===== config.mk =====
export PLATFORM = sky130hd
export DESIGN_NAME = rv_sram_arbiter
export DESIGN_NICKNAME = d
export VERILOG_FILES = /design/src/rtl/rv_sram_arbiter.sv
export SDC_FILE = /design/constraint.sdc
export NUM_CORES = 1
export LEC_CHECK = 0
export CAP_MARGIN = 20
export CORE_MARGIN = 2
export CORE_UTILIZATION = 39
export DETAILED_ROUTE_END_ITERATION = 10
export PLACE_DENSITY_LB_ADDON = 0.1
export SYNTH_ARGS = -nofsm -noshare
export SYNTH_HDL_FRONTEND = slang
export SYNTH_SLANG_ARGS = --single-unit

===== constraint.sdc =====
create_clock -name clk_i -period 2.18 [get_ports clk_i]
set_input_delay 0.218 -clock clk_i [delete_from_list [all_inputs] [get_ports clk_i]]
set_output_delay 0.218 -clock clk_i [all_outputs]
set_load 0.01 [all_outputs]

===== src/rtl/rv_sram_arbiter.sv =====
// Two-port arbiter sharing the single-port SRAM driver between instruction fetch and load/store.
// Optional round-robin arbitration is enabled by defining RV_SRAM_ARB_RR_EN (default: data port has fixed priority).
module rv_sram_arbiter #(
    parameter int unsigned SRAM_BYTES = 2097152,
    parameter int unsigned XLEN       = 32
) (
    input  logic              clk_i,
    input  logic              arstn_i,

    input  logic              instr_req_i,
    input  logic [XLEN-1:0]   instr_addr_i,
    output logic              instr_gnt_o,
    output logic              instr_rvalid_o,
    output logic [XLEN-1:0]   instr_rdata_o,

    input  logic              data_req_i,
    input  logic              data_we_i,
    input  logic [XLEN/8-1:0] data_be_i,
    input  logic [XLEN-1:0]   data_addr_i,
    input  logic [XLEN-1:0]   data_wdata_i,
    output logic              data_gnt_o,
    output logic              data_rvalid_o,
    output logic [XLEN-1:0]   data_rdata_o,

    output logic              mem_req_o,
    output logic              mem_we_o,
    output logic [XLEN/8-1:0] mem_be_o,
    output logic [XLEN-1:0]   mem_addr_o,
    output logic [XLEN-1:0]   mem_wdata_o,
    input  logic              mem_rvalid_i,
    input  logic [XLEN-1:0]   mem_rdata_i
);

    localparam int unsigned BEW = XLEN / 8;
    // Wrap into the SRAM and force word alignment in a single mask.
    localparam logic [XLEN-1:0] ADDR_MASK = XLEN'(SRAM_BYTES - 1) & ~XLEN'(3);

    typedef enum logic [1:0] {
        IDLE  = 2'd0,
        ISSUE = 2'd1,
        WAIT  = 2'd2
    } state_e;

    typedef enum logic {
        PORT_INSTR = 1'b0,
        PORT_DATA  = 1'b1
    } port_e;

    state_e          state_q, state_d;
    port_e           owner_q, owner_d;
    port_e           last_q, last_d;
    logic            we_q, we_d;
    logic [BEW-1:0]  be_q, be_d;
    logic [XLEN-1:0] addr_q, addr_d;
    logic [XLEN-1:0] wdata_q, wdata_d;
    logic            instr_rvalid_q, instr_rvalid_d;
    logic            data_rvalid_q, data_rvalid_d;
    logic [XLEN-1:0] instr_rdata_q, instr_rdata_d;
    logic [XLEN-1:0] data_rdata_q, data_rdata_d;
    logic            instr_gnt, data_gnt;
    logic            data_wins;

`ifdef RV_SRAM_ARB_RR_EN
    // On contention the port that was not served last wins.
    assign data_wins = data_req_i && (!instr_req_i || (last_q == PORT_INSTR));
`else
    assign data_wins = data_req_i;
`endif

    always_comb begin
        state_d        = state_q;
        owner_d        = owner_q;
        last_d         = last_q;
        we_d           = we_q;
        be_d           = be_q;
        addr_d         = addr_q;
        wdata_d        = wdata_q;
        instr_rvalid_d = 1'b0;
        data_rvalid_d  = 1'b0;
        instr_rdata_d  = instr_rdata_q;
        data_rdata_d   = data_rdata_q;
        instr_gnt      = 1'b0;
        data_gnt       = 1'b0;

        case (state_q)
            IDLE: begin
                if (data_wins) begin
                    data_gnt = 1'b1;
                    we_d     = data_we_i;
                    be_d     = data_be_i;
                    addr_d   = data_addr_i & ADDR_MASK;
                    wdata_d  = data_wdata_i;
                    owner_d  = PORT_DATA;
                    state_d  = ISSUE;
                end else if (instr_req_i) begin
                    instr_gnt = 1'b1;
                    we_d      = 1'b0;
                    be_d      = {BEW{1'b1}};
                    addr_d    = instr_addr_i & ADDR_MASK;
                    owner_d   = PORT_INSTR;
                    state_d   = ISSUE;
                end
            end
            ISSUE: begin
                state_d = WAIT;
            end
            WAIT: begin
                if (mem_rvalid_i) begin
                    if (owner_q == PORT_DATA) begin
                        data_rvalid_d = 1'b1;
                        data_rdata_d  = mem_rdata_i;
                    end else begin
                        instr_rvalid_d = 1'b1;
                        instr_rdata_d  = mem_rdata_i;
                    end
                    last_d  = owner_q;
                    state_d = IDLE;
                end
            end
            default: begin
                state_d = IDLE;
            end
        endcase
    end

    always_ff @(posedge clk_i or negedge arstn_i) begin
        if (!arstn_i) begin
            state_q        <= IDLE;
            owner_q        <= PORT_INSTR;
            last_q         <= PORT_INSTR;
            we_q           <= 1'b0;
            be_q           <= '0;
            addr_q         <= '0;
            wdata_q        <= '0;
            instr_rvalid_q <= 1'b0;
            data_rvalid_q  <= 1'b0;
            instr_rdata_q  <= '0;
            data_rdata_q   <= '0;
        end else begin
            state_q        <= state_d;
            owner_q        <= owner_d;
            last_q         <= last_d;
            we_q           <= we_d;
            be_q           <= be_d;
            addr_q         <= addr_d;
            wdata_q        <= wdata_d;
            instr_rvalid_q <= instr_rvalid_d;
            data_rvalid_q  <= data_rvalid_d;
            instr_rdata_q  <= instr_rdata_d;
            data_rdata_q   <= data_rdata_d;
        end
    end

    // Grants are combinational, so they must be masked explicitly while in reset.
    assign instr_gnt_o    = instr_gnt & arstn_i;
    assign data_gnt_o     = data_gnt & arstn_i;
    assign instr_rvalid_o = instr_rvalid_q;
    assign instr_rdata_o  = instr_rdata_q;
    assign data_rvalid_o  = data_rvalid_q;
    assign data_rdata_o   = data_rdata_q;
    assign mem_req_o      = (state_q == ISSUE);
    assign mem_we_o       = we_q;
    assign mem_be_o       = be_q;
    assign mem_addr_o     = addr_q;
    assign mem_wdata_o    = wdata_q;

endmodule


==> results.py <==
metrics = {
    "status": {
        "status": "finished, final reports clean",
    },
    "die": {
        "die_area_um2": 13690,
        "die_w_um": 117.0,
        "ios": 276,
        "core_area_um2": 12520,
        "rows": 41,
        "start_util_pct": 39.77,
        "dieHeight_um": 117.0,
    },
    "clock_tree": {
        "postCtsSetupRepairBufs": 0,
        "cts_tree": "built",
        "cts_inserted_buffers": 17,
        "cts-root-buf": "clkbuf_16",
        "cts_buffer_depth": 2,
        "htreeDepth": 4,
        "cts_sinks": 125,
        "clk_latency_ns": 0.41,
        "clkTransAtPathRegs_ns": 0.05,
    },
    "route": {
        "first_pass_iters": 4,
        "met2WireLength_mm": 6.033,
        "drc": 0,
        "vias_per_cell": 4.591,
        "met1_length_mm": 4.335,
        "dr.first_iter.drc_count": 99,
        "wl_per_cell_um": 15.76,
        "top_layer_used": "met4",
        "routed_wl_mm": 11.71,
        "postRouteAntennaNets": 0,
        "wl_met3_mm": 1.158,
        "vias": 3411,
    },
    "synthesis": {
        "syn_area_per_cell_um2": 16.16,
        "post_synth_and_or_nand_nor_area_fraction_pct": 1.332,
        "async_flop_share_pct": 100.0,
        "yosysWarningCount": 0,
        "synth_xor_xnor_area_share_pct": 0,
        "synthAdderAreaFrac_pct": 0,
        "synth_compound_area_share_pct": 1.357,
        "yosys-top-cells-area": "dfrtp_1 (63%), mux2_2 (30%), buf_4 (2.4%)",
        "synth_largest_area_cell": "dfrtp_1",
        "synth_seq_cells": 125,
        "syn_inst": 308,
        "yosysTopAreaCellShare_pct": 62.83,
        "synthFlopType": "dfrtp_1",
        "ys_seq_area_share_pct": 62.83,
        "ys_types": 21,
        "syn_area_um2": 4979,
        "synth-edff-count": 0,
        "muxShareOfSynthArea_pct": 30.31,
        "synth_top_family_by_area": "multiplexers",
    },
    "layout": {
        "area_delta_synth_final_pct": 61.25,
        "antenna_cells": 0,
        "fill_cells": 1023,
        "final_net_count": 698,
        "fin_util_pct": 64.13,
        "final_layout_size_suffix_gt1_share_pct": 29.95,
    },
    "timing": {
        "max-slew-margin-rel_pct": 44.25,
        "fin_crit_ns": 2.038,
        "final_max_slew_viol_count": 0,
        "hold_viol": 0,
        "setup_violations": 0,
        "fmax_ghz": 0.4906,
        "tns_ns": 0,
        "rsz0062_at_grt": "false",
        "skew_ns": 0.004557,
        "max_slew.worst_pin.slew_ns": 0.8362,
        "finalCritPeriodShare_pct": 93.49,
    },
    "critical_path": {
        "critical-path-max-stage-delay_ns": 0.56,
        "worstPathRequired_ns": 1.96,
        "cp.arrival_ns": 1.82,
        "r2r_setup_slack_ns": 0.49,
        "slowest_stage": "clkdlybuf4s50_1",
        "worst_setup_path_end_kind": "output port",
        "path_max_fanout": 20,
        "crit_type": "input port to output port",
        "startpoint_type": "input port",
        "path_cells": "dlygate4sd3_1 > buf_4 > nand3_1 > nor2_1 > clkdlybuf4s50_1",
    },
    "placement": {
        "dp_hpwl_mm": 8.675,
        "place.gp.congestion": 0.7514,
        "io_buffer_count": 236,
    },
    "flow_run": {
        "maxCapViolCount": 0,
    },
    "power_and_ir_drop": {
        "p_leak_uw": 0.003370,
        "power_density_nw_per_um2": 1432,
        "peakVddDrop_v": 0.0005968,
        "p_total_uw": 11500,
    },
    "global_routing": {
        "grt_pass1_vias": 3568,
        "antenna_found_initial": 0,
        "overflow": 0,
        "grt_pass1_wl_mm": 17.48,
        "gr-usage-all-layers_pct": 17.15,
        "grt_max_degree": 70,
    },
    "hold_path": {
        "hp-class": "input port to async pin",
    },
}
## layer usage
metal / global-route usage, % / up-vias
li1: - / 1568
met1: 17.76 / 1685
met2: 29.90 / 142
met3: 8.033 / 16
met4: 7.294 / 0
met5: 0 / -
## repair_timing
action                     in CTS  in global routing
setup endpoints to repair       0                  1
hold endpoints to repair       16                  0
hold buffers                    1                  0
resized for setup               0                  1
## cells in the final DEF, fill, tap and decap left out
cell	Yosys	routed
and2b_1	1	1
a21o_1	2	2
nor3b_4	1	1
inv_1	2	2
mux2_2	134	134
and3_1	1	1
o22a_1	4	4
clkbuf_1	1	9
o21ai_2	1	1
clkbuf_16	0	17
buf_4	16	10
nor2_1	2	1
dlygate4sd3_1	0	1
buf_12	0	2
clkbuf_8	0	2
nand3_1	2	1
conb_1	1	13
nand3_2	0	1
nor2_2	0	1
nor2b_1	1	1
dfrtp_1	125	125
a22o_1	1	1
clkinv_2	0	2
clkdlybuf4s50_1	0	235
and2_1	1	1
clkinv_1	1	1
nand2_1	1	1
## where the power goes
part / switching, uW / internal [uW] / total (uW)
sequential: 574 / 3490 / 4060
combinational: 1810 / 3260 / 5060
clock: 874 / 1490 / 2370
total: 3260 / 8240 / 11500
## path summary, 6_finish.rpt
check	cells after the start	start	to
hold reg to reg	1	mem_be_o[0]$_DFFE_PN0P_	mem_be_o[0]$_DFFE_PN0P_
hold / removal	2	arstn_i	mem_addr_o[17]$_DFFE_PN0P_
max in group asynchronous	3	arstn_i	instr_rdata_o[16]$_DFFE_PN0P_
setup / recovery	5	arstn_i	instr_gnt_o
setup reg to reg	4	state_q[0]$_DFFE_PN0P_	instr_rdata_o[23]$_DFFE_PN0P_
min in group clk_i	2	data_wdata_i[19]	mem_wdata_o[19]$_DFFE_PN0P_
## worst max-delay path: cells and delay by family
kind	cells	cell delay, ns
buffers and inverters	3	1.37
AND/OR/NAND/NOR	2	0.21
## synthesized netlist by cell type (2+ instances only)
cell type,count
nor2_1,2
nand3_1,2
dfrtp_1,125
buf_6,3
o22a_1,4
mux2_2,134
a21o_1,2
buf_2,7
inv_1,2
buf_4,16
## sequential cells by signal (all words and copies together) (netlist names)
signal          cells
mem_be_o            4
data_rdata_o       32
instr_rdata_o      32
mem_we_o            1
owner_q             1
state_q             2
data_rvalid_o       1
mem_wdata_o        32
mem_addr_o         19
instr_rvalid_o      1
## layout make-up
type / instances / area [um2] / share of cell area (%)
Sequential cell: 125 / 3128 / 38.97
Timing Repair Buffer: 248 / 2477 / 30.86
Multi-Input combinational cell: 165 / 1699 / 21.17
Clock buffer: 28 / 486.7 / 6.063
Tap cell: 172 / 215.2 / 2.681
Inverter: 3 / 11.26 / 0.1403
Clock inverter: 2 / 10.01 / 0.1247
## stage by stage
step	area (um2)	hold slack [ns]	setup WS [ns]	std cells
after floorplan	5024	-0.07759	0.6514	320
after global placement	7518	0.1186	0.3013	712
after detailed placement	7518	0.1237	0.2824	712
after CTS	8025	0.2591	0.02702	743
after global routing	8028	0.2641	0.05728	743
final	8028	0.2578	0.1418	743
## kinds of logic (layout without fill, tap and decap cells)
group | after synthesis | in the layout
AO/OA/AOI/OAI | 8 | 8
buffers and inverters | 30 | 281
flip-flops | 125 | 125
multiplexers | 134 | 134
other | 1 | 13
AND/OR/NAND/NOR | 10 | 10
Power figures use the tool's default switching activity.
